File: config.mk
export PLATFORM = sky130hd
export DESIGN_NAME = eb_ser
export DESIGN_NICKNAME = d
export VERILOG_FILES = /design/src/rtl/eb_ser.sv
export SDC_FILE = /design/constraint.sdc
export NUM_CORES = 1
export LEC_CHECK = 0
export CORE_MARGIN = 2
export CORE_UTILIZATION = 25
export CTS_BUF_LIST = sky130_fd_sc_hd__clkbuf_4
export CTS_CLUSTER_SIZE = 28
export DETAILED_ROUTE_END_ITERATION = 8
export HOLD_SLACK_MARGIN = 0.15
export PLACE_DENSITY_LB_ADDON = 0.1
export SYNTH_ARGS = -nofsm -noshare
export SYNTH_HDL_FRONTEND = slang
export SYNTH_SLANG_ARGS = --single-unit
File: constraint.sdc
create_clock -name clk -period 1.3 [get_ports clk]
set_input_delay 0.26 -clock clk [delete_from_list [all_inputs] [get_ports clk]]
set_output_delay 0.26 -clock clk [all_outputs]
set_load 0.005 [all_outputs]
File: src/rtl/eb_ser.sv
// eb_ser: elastic W-to-W/N width down-converter, LSB slice first; optional i_last via EB_SER_LAST_EN
module eb_ser #(
  parameter int W = 32,
  parameter int N = 4,
  localparam int OW = W / N,
  localparam int CW = $clog2(N)
) (
  input  logic          clk,
  input  logic          reset_n,
  input  logic [W-1:0]  t_dat,
  input  logic          t_req,
  output logic          t_ack,
  output logic [OW-1:0] i_dat,
  output logic          i_req,
  input  logic          i_ack,
`ifdef EB_SER_LAST_EN
  output logic          i_last,
`endif
  output logic [CW-1:0] cnt
);
  typedef enum logic {EMPTY, BUSY} state_t;
  state_t state, state_nx;
  logic [W-1:0] dat, dat_nx;
  logic [CW-1:0] cnt_nx;
  logic full, last, load;
  assign full = state == BUSY;
  assign last = cnt == CW'(N - 1);
  assign t_ack = ~full | (last & i_ack);
  assign load = t_req & t_ack;
  assign i_req = full;
  assign i_dat = dat[cnt*OW +: OW];
`ifdef EB_SER_LAST_EN
  assign i_last = full & last;
`endif
  // next word/beat/state: a load takes priority, otherwise step or retire on an acked beat
  always_comb begin
    state_nx = state;
    dat_nx = dat;
    cnt_nx = cnt;
    if (load) begin
      state_nx = BUSY;
      dat_nx = t_dat;
      cnt_nx = '0;
    end else if (full & i_ack) begin
      state_nx = last ? EMPTY : BUSY;
      cnt_nx = last ? '0 : cnt + CW'(1);
    end
  end
  // state registers; reset discards any partial word
  always_ff @(posedge clk or negedge reset_n) begin
    if (!reset_n) begin
      state <= EMPTY;
      dat <= '0;
      cnt <= '0;
    end else begin
      state <= state_nx;
      dat <= dat_nx;
      cnt <= cnt_nx;
    end
  end
endmodule

Word level (Yosys, flattened, before mapping)
Index checks and enable logic that the tools add are counted.

storage, ports and cells
  register bits = 35
  bits of input ports = 36
  output and inout bits = 12
  word-level logic and storage cells = 18

operators by class
  add/sub/neg operators = 1
  equality and inequality tests = 1
  shifts and indexed selects = 1
  muxes and demuxes = 6
  bitwise gates (word level) = 5
  reduce and logical (&&, ||, !) cells = 1

operators by type and width
  operator                                      count
  variable part select 32 x 6 -> 8 bit          1
  two-way mux 2 bit                             3
  AND 1 bit                                     3
  two-way mux 1 bit                             3
  adder 2 x 1 -> 2 bit (second input constant)  1
  equality test 2 bit (second input constant)   1
  nonzero test 2 bit                            1
  inverter 1 bit                                1
  OR 1 bit                                      1

Longest topological paths before layout
Gate-level depths: netlist of run 1.

  depth after elaboration = 5
  gate-level depth with buffers = 5

Worst setup path before layout of run 1
Ideal clock, no wire load.

  path kind = register to output
  from = reg cnt[0]
  to = out t_ack
  arrival time = 1.169 ns
  slack = -0.129 ns
  cell stages (with the launch flop) = 5
  cells stage by stage = dfrtp_1 -> ha_1 -> a21boi_2 -> buf_4 -> inv_1

between the ends
  longest elaborated chain between the ends = 3

ends and longest elaborated chain
  what                      line  RTL
  start: declaration        19    output logic [CW-1:0] cnt
  start signal: assignment  58    cnt <= cnt_nx;
  equality test 2 bit       27    assign last = cnt == CW'(N - 1);
  AND 1 bit                 28    assign t_ack = ~full | (last & i_ack);
  OR 1 bit                  28
  end: declaration          12    output logic t_ack,

No other way between the ends.

Worst setup path in the final report of run 1
  from = reg cnt[0]
  to = out i_dat[0]

between the ends
  longest elaborated chain between the ends = 1

ends and longest elaborated chain
  what                                  line  RTL
  variable part select 32 x 6 -> 8 bit  31    assign i_dat = dat[cnt*OW +: OW];
  end: declaration                      13    output logic [OW-1:0] i_dat,

No other way between the ends.

==> metrics.txt, run 1 <==
# TYPE chip_impl_metric gauge
chip_impl_metric{name="chipHeight",unit="um"} 93.82
chip_impl_metric{name="clock_input_transition_at_the_sequential_cells_of_the_worst_setup_and_hold_paths",unit="ns"} 0.11
chip_impl_info{name="violations",value="negative setup slack"} 1
chip_impl_info{name="cp-start-kind",value="flip-flop"} 1
chip_impl_metric{name="coreArea",unit="sq um"} 7767
chip_impl_metric{name="cts.sinks",unit=""} 35
chip_impl_metric{name="number_of_inserted_diodes",unit=""} 0
chip_impl_metric{name="clock_power_share",unit=""} 0.099
chip_impl_metric{name="seq_area_frac_synth",unit=""} 0.4342
chip_impl_metric{name="internal_power_contribution",unit="mW"} 4.183
chip_impl_info{name="synth_top_flop_cell",value="sky130_fd_sc_hd__dfrtp_1"} 1
chip_impl_metric{name="fraction_of_final_layout_cells_sized_beyond_drive_strength_1",unit=""} 0.4051
chip_impl_metric{name="dieWidth",unit="um"} 93.82
chip_impl_metric{name="grt_pass1_wl",unit="mm"} 9.328
chip_impl_metric{name="worst_pin_slew",unit="ns"} 0.2305
chip_impl_metric{name="design.portCount",unit=""} 48
chip_impl_metric{name="totalWireLength",unit="mm"} 5.756
chip_impl_info{name="cpMaxStageDelayCell",value="sky130_fd_sc_hd__mux4_2"} 1
chip_impl_metric{name="source_to_sink_clock_delay_at_the_later_pin_of_the_worst_skew_pair",unit="ns"} 0.34
chip_impl_metric{name="period_needed",unit="ns"} 1.886
chip_impl_info{name="run_status",value="complete, but fails checks"} 1
chip_impl_metric{name="postSynth.asyncResetShare",unit=""} 1.000
chip_impl_metric{name="drt_drc_violations_left",unit=""} 0
chip_impl_metric{name="final-hold-violation-count",unit=""} 0
chip_impl_metric{name="synth_edf_count",unit=""} 0
chip_impl_metric{name="synth_seq_cells",unit=""} 35
chip_impl_metric{name="cts_bufs_inserted",unit=""} 5
chip_impl_metric{name="syn-num-nets",unit=""} 205
chip_impl_metric{name="cpPeakStageDelay",unit="ns"} 0.49
chip_impl_info{name="synth_area_leader_cell",value="sky130_fd_sc_hd__dfrtp_1"} 1
chip_impl_metric{name="floorplan.die_area",unit="sq um"} 8802
chip_impl_metric{name="cts.hold.buffers_added",unit=""} 0
chip_impl_info{name="crit_path_frequent_cell",value="sky130_fd_sc_hd__buf_6"} 1
chip_impl_metric{name="area_delta_synth_final",unit="%"} 53.10
chip_impl_metric{name="antenna_violations_before_repair",unit=""} 0
chip_impl_metric{name="grt_pass1_vias",unit=""} 1690
chip_impl_metric{name="synth.yosys.warnings",unit=""} 0
chip_impl_metric{name="utilization",unit=""} 0.3976
chip_impl_info{name="worst_hold_path_type",value="in -> async"} 1
chip_impl_metric{name="avgViaCountPerCell",unit=""} 4.611
chip_impl_metric{name="yosys.cell_types.count",unit=""} 20
chip_impl_metric{name="floorplan.initialDensity",unit=""} 0.2597
chip_impl_info{name="timing.setup.critical_path_class",value="reg -> out"} 1
chip_impl_metric{name="drt-wirelength-per-cell",unit="um"} 16.98
chip_impl_info{name="synth.top_cells.by_area",value="sky130_fd_sc_hd__dfrtp_1 (43%), sky130_fd_sc_hd__o32ai_2 (24%), sky130_fd_sc_hd__mux4_2 (8.9%)"} 1
chip_impl_metric{name="netlist.area_leader.share",unit=""} 0.4342
chip_impl_metric{name="relative_contribution_of_combinational_cells_to_total_power",unit=""} 0.592
chip_impl_metric{name="h_tree_lvls",unit=""} 2
chip_impl_info{name="tritoncts_clock_tree",value="done"} 1
chip_impl_metric{name="post_synth.cell_area_avg",unit="sq um"} 12.01
chip_impl_metric{name="grtUsageTotal",unit=""} 0.1407
chip_impl_metric{name="max_freq",unit="MHz"} 530.2
chip_impl_metric{name="route.antenna.remaining_nets",unit=""} 0
chip_impl_metric{name="mappedNetlistArea",unit="sq um"} 2017
chip_impl_metric{name="pin_count_of_the_biggest_net_entering_global_routing",unit=""} 36
chip_impl_metric{name="maxCapViolCount",unit=""} 0
chip_impl_metric{name="setup_viol_count_final",unit=""} 45
chip_impl_metric{name="cts_buffer_depth",unit=""} 2
chip_impl_metric{name="cp_data_arrival_time",unit="ns"} 1.63
chip_impl_metric{name="final_worst_path_setup_slack",unit="ns"} -0.5861
chip_impl_metric{name="place.detailed.hpwl",unit="mm"} 3.684
chip_impl_metric{name="first_pass_detailed_route_iteration_total",unit=""} 4
chip_impl_metric{name="power.share.switching",unit=""} 0.3315
chip_impl_metric{name="detail_route.iter0.violations",unit=""} 52
chip_impl_info{name="critical_path_end_type",value="output port"} 1
chip_impl_info{name="critical_path_cell_list",value="buf_6 -> buf_6 -> mux4_2 -> buf_2"} 1
chip_impl_metric{name="slew_viol_final",unit=""} 0
chip_impl_info{name="cts_root_buf",value="sky130_fd_sc_hd__clkbuf_4"} 1
chip_impl_info{name="grt_setup_unrepaired",value="yes"} 1
chip_impl_metric{name="grt_remaining_overflow",unit=""} 0
chip_impl_metric{name="power_switching",unit="mW"} 2.074
chip_impl_metric{name="gate_count_post_synth",unit=""} 168
chip_impl_metric{name="finalCritPeriodShare",unit=""} 1.451
chip_impl_metric{name="rows",unit=""} 32
chip_impl_metric{name="gp_congestion",unit=""} 0.6871
chip_impl_metric{name="placedInstanceArea",unit="sq um"} 2694
chip_impl_metric{name="cp_data_required_time",unit="ns"} 1.04
chip_impl_metric{name="postLayoutCellArea",unit="sq um"} 3088
chip_impl_metric{name="static-leakage-power",unit="nW"} 1.330
chip_impl_metric{name="port_buffers",unit=""} 47
chip_impl_metric{name="crit_fanout",unit=""} 5
chip_impl_metric{name="cellPowerDensity",unit="nW/um^2"} 2026
chip_impl_metric{name="fin_worst_skew",unit="ns"} 0.01250
chip_impl_metric{name="peakVddDrop",unit="mV"} 0.4825
chip_impl_metric{name="num_vias",unit=""} 1563
chip_impl_metric{name="design.final.nets",unit=""} 273
chip_impl_metric{name="p_seq_frac",unit=""} 0.309
chip_impl_metric{name="relSlewSlack",unit=""} 0.8459
registers in the layout, indices dropped and copies added (netlist names):
register	cells
cnt	2
dat	32
i_req	1
worst max-delay path: cells and delay by family, from the launching register on:
kind / cells / cell delay [ns]
flops: 1 / 0.40
mux: 1 / 0.49
buf+inv: 3 / 0.41
layout make-up:
class | instances | area, sq um
Inverter | 33 | 123.9
Timing Repair Buffer | 77 | 840.8
Sequential cell | 35 | 875.8
Tap cell | 102 | 127.6
Multi-Input combinational cell | 84 | 1062
Clock inverter | 2 | 12.51
Clock buffer | 6 | 45.04
Fill cell | 765 | 4679
per-layer routing:
layer,GRT usage,wire [um],vias to the layer above
met3,0.03371,269,8
met4,0.03865,87,0
met2,0.2226,2708,37
li1,-,-,739
met1,0.1923,2689,779
met5,0,0,-
through the flow:
stage	hold WS, ns	cells	total power, mW	TNS, ns	setup WS, ns
floorplan	-0.03559	168	3.882	-0.9325	-0.02611
global placement	0.5283	317	4.993	-16.68	-0.4553
detailed placement	0.5497	317	5.052	-17.80	-0.4626
CTS	0.2812	341	6.033	-13.50	-0.5942
global route	0.2809	339	6.649	-14.36	-0.6385
finish	0.2868	339	6.257	-11.83	-0.5861
power groups by stage:
stage / registers, mW / clock network [mW] / logic [mW]
after floorplan: 1.84 / 0 / 2.05
after global placement: 1.95 / 0 / 3.04
after detailed placement: 1.95 / 0 / 3.10
after CTS: 1.94 / 0.643 / 3.45
after global routing: 2.00 / 0.679 / 3.97
final: 1.93 / 0.619 / 3.71
cells in the final DEF, fill, tap and decap left out:
| master | synthesis | routed |
|---|---|---|
| sky130_fd_sc_hd__clkinvlp_4 | 0 | 1 |
| sky130_fd_sc_hd__ha_4 | 0 | 1 |
| sky130_fd_sc_hd__buf_6 | 5 | 11 |
| sky130_fd_sc_hd__a32o_1 | 1 | 1 |
| sky130_fd_sc_hd__buf_4 | 3 | 9 |
| sky130_fd_sc_hd__dfrtp_1 | 35 | 35 |
| sky130_fd_sc_hd__buf_16 | 0 | 1 |
| sky130_fd_sc_hd__buf_12 | 0 | 9 |
| sky130_fd_sc_hd__o32ai_2 | 30 | 23 |
| sky130_fd_sc_hd__or2_4 | 0 | 1 |
| sky130_fd_sc_hd__nand2b_1 | 1 | 1 |
| sky130_fd_sc_hd__dlygate4sd2_1 | 0 | 1 |
| sky130_fd_sc_hd__nand2_1 | 34 | 34 |
| sky130_fd_sc_hd__clkbuf_4 | 0 | 6 |
| sky130_fd_sc_hd__and2b_1 | 1 | 1 |
| sky130_fd_sc_hd__a21boi_4 | 0 | 1 |
| sky130_fd_sc_hd__nor4bb_4 | 0 | 1 |
| sky130_fd_sc_hd__bufbuf_16 | 0 | 1 |
| sky130_fd_sc_hd__clkinv_2 | 0 | 1 |
| sky130_fd_sc_hd__clkdlybuf4s50_1 | 0 | 35 |
| sky130_fd_sc_hd__inv_1 | 33 | 33 |
| sky130_fd_sc_hd__o32ai_4 | 0 | 9 |
| sky130_fd_sc_hd__a31o_2 | 1 | 1 |
| sky130_fd_sc_hd__buf_2 | 4 | 10 |
| sky130_fd_sc_hd__mux4_2 | 8 | 8 |
| sky130_fd_sc_hd__and3_4 | 1 | 2 |
Yosys cell counts, types with 2 or more instances:
library cell	number
sky130_fd_sc_hd__buf_4	3
sky130_fd_sc_hd__buf_6	5
sky130_fd_sc_hd__nand2_1	34
sky130_fd_sc_hd__o32ai_2	30
sky130_fd_sc_hd__dfrtp_1	35
sky130_fd_sc_hd__o32ai_1	2
sky130_fd_sc_hd__clkbuf_1	4
sky130_fd_sc_hd__inv_1	33
sky130_fd_sc_hd__buf_2	4
sky130_fd_sc_hd__mux4_2	8
path summary, 6_finish.rpt:
path	start	end	slack, ns	cells past startpoint
min in group clk	t_dat[25]	dat[25]$_DFFE_PN0P_	0.50	3
min	reset_n	dat[13]$_DFFE_PN0P_	0.29	2
max	cnt[0]$_DFFE_PN0P_	i_dat[0]	-0.59	4
max reg2reg	cnt[0]$_DFFE_PN0P_	dat[24]$_DFFE_PN0P_	-0.24	6
max in group asynchronous	reset_n	cnt[1]$_DFFE_PN0P_	0.81	2
min reg2reg	dat[12]$_DFFE_PN0P_	dat[12]$_DFFE_PN0P_	0.57	2
cells by family after synthesis:
logic type      Yosys count  share of synthesized area
compound gates           35                     0.2655
fa+ha+maj                 1                   0.006202
buf+inv                  49                     0.1179
flops                    35                     0.4342
mux                       8                    0.08933
simple gates             40                    0.08685
timing repair:
item / 4_1_cts / 5_1_grt
pin swaps: 4 / 5
gates resized for setup: 67 / 13
setup endpoints to repair: 46 / 46
setup buffers: 11 / 2
cloned: 5 / 0
Power figures use the tool's default switching activity.
==> run 2: changes to the inputs <==
Settings changed: TNS_END_PERCENT set to 5.
==> metrics.txt, run 2 (same netlist as run 1, synthesis figures left out) <==
# TYPE chip_impl_metric gauge
chip_impl_info{name="run_status",value="complete, but fails checks"} 1
chip_impl_info{name="violations",value="negative setup slack"} 1
chip_impl_metric{name="design.portCount",unit=""} 48
chip_impl_metric{name="gp_congestion",unit=""} 0.6963
chip_impl_metric{name="avgViaCountPerCell",unit=""} 4.523
chip_impl_info{name="worst_hold_path_type",value="in -> async"} 1
chip_impl_metric{name="floorplan.initialDensity",unit=""} 0.2597
chip_impl_metric{name="cts.hold.buffers_added",unit=""} 0
chip_impl_metric{name="relSlewSlack",unit=""} 0.8411
chip_impl_metric{name="grtUsageTotal",unit=""} 0.1305
chip_impl_metric{name="place.detailed.hpwl",unit="mm"} 3.735
chip_impl_metric{name="worst_pin_slew",unit="ns"} 0.2352
chip_impl_metric{name="cp_data_required_time",unit="ns"} 1.04
chip_impl_metric{name="cts_bufs_inserted",unit=""} 5
chip_impl_metric{name="clock_input_transition_at_the_sequential_cells_of_the_worst_setup_and_hold_paths",unit="ns"} 0.11
chip_impl_info{name="timing.setup.critical_path_class",value="reg -> out"} 1
chip_impl_metric{name="totalWireLength",unit="mm"} 5.287
chip_impl_metric{name="hold_slack",unit="ns"} 0.2794
chip_impl_metric{name="dieWidth",unit="um"} 93.82
chip_impl_metric{name="number_of_inserted_diodes",unit=""} 0
chip_impl_metric{name="grt_pass1_vias",unit=""} 1617
chip_impl_metric{name="fin_worst_skew",unit="ns"} 0.01206
chip_impl_metric{name="max_freq",unit="MHz"} 537.9
chip_impl_metric{name="grt_use_met2",unit=""} 0.2208
chip_impl_metric{name="final-hold-violation-count",unit=""} 0
chip_impl_info{name="grt_setup_unrepaired",value="yes"} 1
chip_impl_metric{name="cts.sinks",unit=""} 35
chip_impl_info{name="critical_path_cell_list",value="buf_6 -> buf_6 -> mux4_2 -> buf_2"} 1
chip_impl_metric{name="first_pass_detailed_route_iteration_total",unit=""} 4
chip_impl_metric{name="fraction_of_final_layout_cells_sized_beyond_drive_strength_1",unit=""} 0.3810
chip_impl_metric{name="design.final.nets",unit=""} 267
chip_impl_metric{name="rows",unit=""} 32
chip_impl_metric{name="route.antenna.remaining_nets",unit=""} 0
chip_impl_metric{name="groute.layer.met1.usage",unit=""} 0.1666
chip_impl_metric{name="largest_register_ffs",unit=""} 32
chip_impl_info{name="grt-busiest-layer",value="met2"} 1
chip_impl_metric{name="num_vias",unit=""} 1506
chip_impl_metric{name="cts_buffer_depth",unit=""} 2
chip_impl_metric{name="setup_viol_count_final",unit=""} 44
chip_impl_metric{name="floorplan.die_area",unit="sq um"} 8802
chip_impl_metric{name="met3_layer_usage_reported_by_global_route",unit=""} 0.03291
chip_impl_metric{name="cpPeakStageDelay",unit="ns"} 0.49
chip_impl_metric{name="drt-wirelength-per-cell",unit="um"} 15.88
chip_impl_info{name="tritoncts_clock_tree",value="done"} 1
chip_impl_metric{name="port_buffers",unit=""} 47
chip_impl_metric{name="finalCritPeriodShare",unit=""} 1.430
chip_impl_metric{name="grt_remaining_overflow",unit=""} 0
chip_impl_info{name="mostFrequentLayoutCell",value="sky130_fd_sc_hd__clkdlybuf4s50_1"} 1
chip_impl_metric{name="chipHeight",unit="um"} 93.82
chip_impl_metric{name="coreArea",unit="sq um"} 7767
chip_impl_metric{name="final_worst_path_setup_slack",unit="ns"} -0.5591
chip_impl_metric{name="crit_fanout",unit=""} 4
chip_impl_info{name="cp-start-kind",value="flip-flop"} 1
chip_impl_metric{name="peakVddDrop",unit="mV"} 0.4253
chip_impl_metric{name="slew_viol_final",unit=""} 0
chip_impl_metric{name="area_delta_synth_final",unit="%"} 39.33
chip_impl_info{name="cpMaxStageDelayCell",value="sky130_fd_sc_hd__mux4_2"} 1
chip_impl_metric{name="antenna_violations_before_repair",unit=""} 0
chip_impl_metric{name="h_tree_lvls",unit=""} 2
chip_impl_metric{name="drt_drc_violations_left",unit=""} 0
chip_impl_metric{name="pin_count_of_the_biggest_net_entering_global_routing",unit=""} 36
chip_impl_metric{name="source_to_sink_clock_delay_at_the_later_pin_of_the_worst_skew_pair",unit="ns"} 0.34
chip_impl_metric{name="cp_data_arrival_time",unit="ns"} 1.60
chip_impl_metric{name="period_needed",unit="ns"} 1.859
chip_impl_info{name="crit_path_frequent_cell",value="sky130_fd_sc_hd__buf_6"} 1
chip_impl_metric{name="static-leakage-power",unit="nW"} 1.243
chip_impl_info{name="most-common-layout-cells",value="sky130_fd_sc_hd__clkdlybuf4s50_1 (35), sky130_fd_sc_hd__nand2_1 (34), sky130_fd_sc_hd__dfrtp_1 (34)"} 1
chip_impl_metric{name="detail_route.iter0.violations",unit=""} 61
chip_impl_metric{name="cellPowerDensity",unit="nW/um^2"} 2014
chip_impl_metric{name="power",unit="mW"} 5.660
chip_impl_metric{name="finalSetupTns",unit="ns"} -12.73
chip_impl_info{name="cts_root_buf",value="sky130_fd_sc_hd__clkbuf_4"} 1
chip_impl_info{name="critical_path_end_type",value="output port"} 1
chip_impl_metric{name="maxCapViolCount",unit=""} 0
chip_impl_info{name="top_register",value="dat"} 1
chip_impl_metric{name="grt_pass1_wl",unit="mm"} 8.666
-- run 2: changes by cell type in the layout (fill, tap and decap cells not counted), moves of 2 or more --
cell	delta
sky130_fd_sc_hd__o32ai_2	+9
sky130_fd_sc_hd__o32ai_4	-9
sky130_fd_sc_hd__buf_12	-4
sky130_fd_sc_hd__buf_4	+3
sky130_fd_sc_hd__buf_2	-2
sky130_fd_sc_hd__buf_6	-2
sky130_fd_sc_hd__clkinv_1	+2
-- run 2: cell type report --
type                    count  area [sq um]
fillers                   781          4957
multi-input cells          84         933.4
flip-flops and latches     35         877.1
repair buffers             71         695.7
well taps                 102         127.6
inverters                  33         123.9
clock buffers               6         45.04
clock inverters             2         7.507
-- run 2: metrics by stage --
stage	setup slack, ns	instance area (sq um)	cells	util
2_1_floorplan	-0.02611	2037	168	-
3_3_place_gp	-0.4507	2704	320	0.3481
3_5_place_dp	-0.4739	2704	320	0.3481
4_1_cts	-0.5678	2791	332	0.3594
5_1_grt	-0.6473	2810	333	0.3618
6_report	-0.5591	2810	333	0.3618
-- run 2: timing repair --
item / in CTS / in global routing
pin swaps: 0 / 1
buffers inserted: 5 / 1
gates cloned: 0 / 0
gates resized for setup: 49 / 7
endpoints found under the setup margin: 47 / 47
-- run 2: worst paths after layout --
path / start / endpoint / slack, ns / cells past startpoint
worst max-delay path: cnt[0]$_DFFE_PN0P_ / i_dat[6] / -0.56 / 4
max in group asynchronous: reset_n / dat[18]$_DFFE_PN0P_ / 0.82 / 2
worst min-delay path: reset_n / dat[4]$_DFFE_PN0P_ / 0.28 / 2
worst max register to register: cnt[0]$_DFFE_PN0P_ / dat[24]$_DFFE_PN0P_ / -0.28 / 6
worst min register to register: dat[17]$_DFFE_PN0P_ / dat[17]$_DFFE_PN0P_ / 0.56 / 2
min in group clk: t_dat[23] / dat[23]$_DFFE_PN0P_ / 0.49 / 3
-- run 2: per-layer routing --
metal	routed length [um]	vias to the layer above
met1	2347	749
met4	57	0
li1	-	718
met5	0	-
met3	260	6
met2	2622	33
-- run 2: worst max-delay path: cells and delay by family, from the launching register on --
| kind | cells | cell delay [ns] |
|---|---|---|
| mux | 1 | 0.49 |
| flops | 1 | 0.40 |
| buf+inv | 3 | 0.37 |
-- run 2: where the power goes --
| part | leakage [nW] | internal [mW] | total, mW | switching [mW] |
|---|---|---|---|---|
| Combinational | 0.790 | 1.95 | 3.10 | 1.15 |
| Clock | 0.0307 | 0.221 | 0.592 | 0.371 |
| Sequential | 0.423 | 1.62 | 1.96 | 0.345 |
| Total | 1.24 | 3.79 | 5.66 | 1.87 |
